File: config.mk
export PLATFORM = sky130hd
export DESIGN_NAME = fetch_queue_stage
export DESIGN_NICKNAME = d
export VERILOG_FILES = /design/src/rtl/fetch_queue_stage.sv
export SDC_FILE = /design/constraint.sdc
export NUM_CORES = 1
export LEC_CHECK = 0
export CAP_MARGIN = 10
export CORE_AREA = 8 8 263 164
export DETAILED_ROUTE_END_ITERATION = 10
export DIE_AREA = 0 0 271 172
export PLACE_DENSITY = 0.57
export SYNTH_ARGS = -nofsm -noshare
export SYNTH_HDL_FRONTEND = slang
export SYNTH_SLANG_ARGS = --single-unit
File: constraint.sdc
create_clock -name clk -period 3.6 [get_ports clk]
set_clock_uncertainty 0.1 [all_clocks]
set_input_delay 0.9 -clock clk [delete_from_list [all_inputs] [get_ports clk]]
set_output_delay 0.9 -clock clk [all_outputs]
set_load 0.05 [all_outputs]
File: src/rtl/fetch_queue_stage.sv
// ---------------------------------------------------------------------------
// fetch_queue_stage
//
// Instruction-fetch stage: holds the fetch PC, issues requests to a
// synchronous-read instruction memory (1-cycle latency), buffers returned
// instructions with their PCs in a small FIFO and presents the head entry
// to decode.
//
// Ports:
//   clk            in   rising-edge clock
//   rst_n          in   asynchronous reset, active low
//   redirect_i     in   execute redirect (taken branch / jump)
//   redirect_pc_i  in   redirect target PC
//   imem_req_o     out  fetch request issued this cycle
//   imem_addr_o    out  fetch address (current PC)
//   imem_rdata_i   in   instruction, valid the cycle after its request
//   valid_o        out  queue head holds a valid instruction
//   ready_i        in   decode accepts the head this cycle
//   instr_o        out  head instruction
//   pc_o           out  head PC
//   pc_plus4_o     out  head PC + 4
//   count_o        out  queue occupancy
//
// Handshake: an entry moves from the queue to decode on every rising edge
// where valid_o and ready_i are both high. valid_o never depends on ready_i,
// and once raised it stays high (with stable instr_o/pc_o) until that edge,
// unless a redirect or reset clears the queue.
// ---------------------------------------------------------------------------
module fetch_queue_stage #(
    parameter int               XLEN     = 32,
    parameter logic [XLEN-1:0]  RESET_PC = 32'h0000_0000,
    parameter int               FQ_DEPTH = 4,
    parameter int               CNT_W    = $clog2(FQ_DEPTH) + 1
) (
    input  logic             clk,
    input  logic             rst_n,
    input  logic             redirect_i,
    input  logic [XLEN-1:0]  redirect_pc_i,
    output logic             imem_req_o,
    output logic [XLEN-1:0]  imem_addr_o,
    input  logic [XLEN-1:0]  imem_rdata_i,
    output logic             valid_o,
    input  logic             ready_i,
    output logic [XLEN-1:0]  instr_o,
    output logic [XLEN-1:0]  pc_o,
    output logic [XLEN-1:0]  pc_plus4_o,
    output logic [CNT_W-1:0] count_o
);

    localparam int PTR_W = $clog2(FQ_DEPTH);

    // Fetch state
    logic [XLEN-1:0]  r_pc;
    logic [XLEN-1:0]  r_req_pc;
    logic             r_inflight;

    // Queue state
    logic [XLEN-1:0]  r_instr_q [FQ_DEPTH];
    logic [XLEN-1:0]  r_pc_q    [FQ_DEPTH];
    logic [PTR_W-1:0] r_rd_ptr;
    logic [PTR_W-1:0] r_wr_ptr;
    logic [CNT_W-1:0] r_count;

    logic [CNT_W:0]   w_credit_sum;
    logic             w_has_credit;
    logic             w_req;
    logic             w_valid;
    logic             w_push;
    logic             w_pop;

    // A request is only issued when the entry it will produce is guaranteed
    // a slot: occupied entries plus the one still in flight must leave room.
    // Pops in the current cycle are deliberately not counted as free space,
    // which keeps this path independent of ready_i.
    assign w_credit_sum = {1'b0, r_count} + {{CNT_W{1'b0}}, r_inflight};
    assign w_has_credit = (w_credit_sum < (CNT_W + 1)'(FQ_DEPTH));
    assign w_req        = rst_n & ~redirect_i & w_has_credit;

    assign w_valid = (r_count != '0);

    // A redirect discards the response arriving this cycle and the head
    // consumed by decode; the whole queue is cleared instead.
    assign w_push = r_inflight & ~redirect_i;
    assign w_pop  = w_valid & ready_i & ~redirect_i;

    always_ff @(posedge clk or negedge rst_n) begin
        if (!rst_n) begin
            r_pc       <= RESET_PC;
            r_req_pc   <= RESET_PC;
            r_inflight <= 1'b0;
            r_rd_ptr   <= '0;
            r_wr_ptr   <= '0;
            r_count    <= '0;
        end else if (redirect_i) begin
            r_pc       <= redirect_pc_i;
            r_inflight <= 1'b0;
            r_rd_ptr   <= '0;
            r_wr_ptr   <= '0;
            r_count    <= '0;
        end else begin
            if (w_req) begin
                r_pc     <= r_pc + XLEN'(4);
                r_req_pc <= r_pc;
            end
            r_inflight <= w_req;

            if (w_push) begin
                r_wr_ptr <= r_wr_ptr + 1'b1;
            end
            if (w_pop) begin
                r_rd_ptr <= r_rd_ptr + 1'b1;
            end

            case ({w_push, w_pop})
                2'b10:   r_count <= r_count + 1'b1;
                2'b01:   r_count <= r_count - 1'b1;
                default: r_count <= r_count;
            endcase
        end
    end

    // Queue payload carries no reset; it is only observed while valid_o
    // is high, and otherwise simply holds its last contents.
    always_ff @(posedge clk) begin
        if (rst_n && w_push) begin
            r_instr_q[r_wr_ptr] <= imem_rdata_i;
            r_pc_q[r_wr_ptr]    <= r_req_pc;
        end
    end

    assign imem_req_o  = w_req;
    assign imem_addr_o = r_pc;
    assign valid_o     = w_valid;
    assign instr_o     = r_instr_q[r_rd_ptr];
    assign pc_o        = r_pc_q[r_rd_ptr];
    assign pc_plus4_o  = r_pc_q[r_rd_ptr] + XLEN'(4);
    assign count_o     = r_count;

endmodule

==> metrics <==
total DRC errors in the routed layout=0; placed instance count=1550; unrepaired setup endpoints after global routing=true; wirelength, routed=36100 um; Filler cells=3407; sequential cell area in the final layout=9500 sq um; worst hold margin=0.237 ns; First DRT Iteration DRCs=643; count of antenna diodes in the layout=0; Buffers on Ports=200; relative slew slack=44.3%; Num Clock Sinks=328; post-synthesis net count=892; Crit. End Element=output port; EDFF count, synth=256; final HPWL from detailed placement=24300 um; Clock transition at path regs=0.06 ns; fraction of the cycle the final worst path needs=108%; mean instance size in the synthesized netlist=16.5 sq um; global-route congestion overflow total=0; die extent in x=271 um; Max Fclk=0.258 GHz; Cell variety after synth=55; Total Neg Setup Slack=-4.11 ns; total setup violations reported at the end of the flow=24; H-tree depth=2; total global routing track utilization=15.3%; fraction of final layout cells sized beyond drive strength 1=31.0%; Cell Rows=57; ys flop type=sky130_fd_sc_hd__edfxtp_1; standby leakage power=6.61 nW; Critical Path AT=2.88 ns; wire length of the first global-routing pass=54300 um; Ys Warns=0; final weighted congestion in routability-driven placement=0.761; asr flop ratio synth=22.0%; post-layout instance count excluding filler cells=1636; top cell type by total area after synthesis=sky130_fd_sc_hd__edfxtp_1; portion of synthesized cell area occupied by the leading cell type=57.0%; DR WL/cell=22.0 um; post-detailed-route count of antenna-violating nets=0; initial antenna violation count=0; initial standard-cell utilization of the core=34.2%; main combinational cell family by area after synthesis=multiplexers; Hold Fails Final Rpt=0; Design Area, Final=18300 sq um; end-of-flow core utilization=46.3%; number of buffers between clock root and the deepest sink=3; failing checks=setup timing; TritonCTS clock tree=done; run status=complete, but fails checks; most area-consuming cells after synthesis=sky130_fd_sc_hd__edfxtp_1 (57%), sky130_fd_sc_hd__dfrtp_1 (13%), sky130_fd_sc_hd__mux4_2 (8.5%); fraction of the mapped netlist area in adder cells=0.705%; min-delay worst type=in -> async; Area growth, synth to finish=35.6%; insertion delay of the later-clocked pin in the worst-skew pair=0.52 ns; maximum resistive drop on vdd=0.000407 V; mux contribution to synthesized area=11.5%; post-synthesis instance area=13500 sq um; Root Buffer Master=sky130_fd_sc_hd__clkbuf_16; via count of the first global-routing pass=8415; # nets final=1156; type of the setup path with the least slack=reg -> out; Num CTS Buffers=34; element type at the critical path start=flip-flop; Synth Area in Compound Gates=3.75%; via count=8176; P per Cell Area=665 nW/um^2; height of the die=172 um; per-cell via count in the routed design=5.00; DRT Pass-1 Iters=5; Placed Instance Area=16800 sq um; number of max-slew violations in the final report=0; xor and xnor area share after synthesis=2.27%; minimum clock period after layout=3.88 ns; worst path setup slack after routing=-0.281 ns; data required time of the critical path=2.60 ns; Std-Cell Core Area=39400 sq um; gate count after technology mapping=817; max-cap violations=0; pin count of the biggest net entering global routing=65; die footprint=46600 sq um; register area share after synthesis=70.4%; pin slew with the least headroom to its limit=0.836 ns; area fraction in and, or, nand and nor cells after synthesis=9.33%; #FFs+latches synth=328; IO Count=201; Worst Path Max Fanout=13; area of the multi-input gates=4210 sq um
==> metrics by stage <==
stage	worst slack [ns]	power, W
after floorplan	-0.122	0.00717
after CTS	-0.313	0.0122
after global placement	0.105	0.00867
after global routing	-0.409	0.0127
after detailed placement	0.0706	0.00871
final	-0.281	0.0122
==> logic make-up after synthesis <==
family,count (synthesis)
xor gates and xnor gates,35
adders and majority gates,7
muxes,70
AOI/OAI and AO/OA,68
buffers and inverters,53
and+or+nand+nor,256
DFF,328
==> routing by layer <==
metal	part of all wire, %	GRT usage (%)	vias up
met5	0	0	-
met4	1.5	3.32	0
met3	6.1	3.63	42
met2	44	22.1	231
met1	49	23.1	4209
li1	-	-	3694
==> layout by cell type (no fill, tap or decap), drive strengths merged, types with 5 or more instances in the layout <==
master	instances
nor2	20
nand3	25
and4	6
nand4	13
and3	6
o311ai	23
edfxtp	256
nand2	150
nor3	8
clkdlybuf4s50	101
and2	11
xor2	12
mux4	64
xnor2	23
buf	168
clkbuf	46
ha	6
dfrtp	72
o21ai	17
clkinv	9
inv	12
a31oi	5
o211ai	8
==> area by class of cell <==
class / count / area share, %
multi-input cells: 436 / 23.1
inverters: 11 / 0.226
flip-flops and latches: 328 / 52.0
well taps: 531 / 3.63
clock buffers: 46 / 5.02
clock inverters: 14 / 0.787
repair buffers: 270 / 15.3
==> report_power, final <==
group | internal [W] | switching, W
logic | 0.00147 | 0.00226
registers | 0.00455 | 0.000467
clock network | 0.00200 | 0.00141
total | 0.00802 | 0.00414
==> synth_stat cells (7+ instances only) <==
cell,instances
sky130_fd_sc_hd__dfrtp_1,72
sky130_fd_sc_hd__nor2_1,20
sky130_fd_sc_hd__xor2_1,12
sky130_fd_sc_hd__nand2_1,149
sky130_fd_sc_hd__edfxtp_1,256
sky130_fd_sc_hd__o311ai_0,22
sky130_fd_sc_hd__o21ai_0,17
sky130_fd_sc_hd__mux4_1,13
sky130_fd_sc_hd__xnor2_1,23
sky130_fd_sc_hd__o211ai_1,8
sky130_fd_sc_hd__nand4_1,10
sky130_fd_sc_hd__and2_1,11
sky130_fd_sc_hd__nor3_1,7
sky130_fd_sc_hd__buf_2,11
sky130_fd_sc_hd__inv_1,10
sky130_fd_sc_hd__mux4_2,51
sky130_fd_sc_hd__nand3_1,22
sky130_fd_sc_hd__clkbuf_1,16
==> worst paths after layout <==
check	slack (ns)	cells past startpoint	to	start
hold / removal	0.24	2	imem_addr_o[13]$_DFFE_PN0P_	rst_n
max in group asynchronous	2.01	3	r_rd_ptr[1]$_DFFE_PN0P_	rst_n
setup / recovery	-0.28	8	pc_plus4_o[22]	r_rd_ptr[0]$_DFFE_PN0P_
hold reg to reg	0.40	2	r_req_pc[1]$_DFFE_PN0P_	imem_addr_o[1]$_DFFE_PN0P_
min in group clk	0.40	2	r_req_pc[1]$_DFFE_PN0P_	imem_addr_o[1]$_DFFE_PN0P_
setup reg to reg	0.69	7	imem_addr_o[28]$_DFFE_PN0P_	r_inflight$_DFF_PN0_
==> worst max-delay path, stage by stage, from the launching register on <==
cell	delay (ns)
sky130_fd_sc_hd__dfrtp_4	0.53
sky130_fd_sc_hd__buf_12	0.18
sky130_fd_sc_hd__mux4_2	0.38
sky130_fd_sc_hd__buf_4	0.16
sky130_fd_sc_hd__and4_4	0.24
sky130_fd_sc_hd__nand2_2	0.12
sky130_fd_sc_hd__nor4_4	0.41
sky130_fd_sc_hd__xor2_4	0.19
sky130_fd_sc_hd__buf_12	0.15
==> repair_timing <==
item,4_1_cts,5_1_grt
gates resized for setup,28,23
hold endpoints to repair,0,0
buffers inserted,16,10
pin swaps,18,12
hold buffers,0,0
setup endpoints to repair,26,26
==> flip-flops by register name (all words and copies together) (netlist names) <==
name and flops:
count_o 3, imem_addr_o 32, r_inflight 1, r_instr_q 128, r_pc_q 128, r_rd_ptr 2
r_req_pc 32, r_wr_ptr 2
Power figures use the tool's default switching activity.
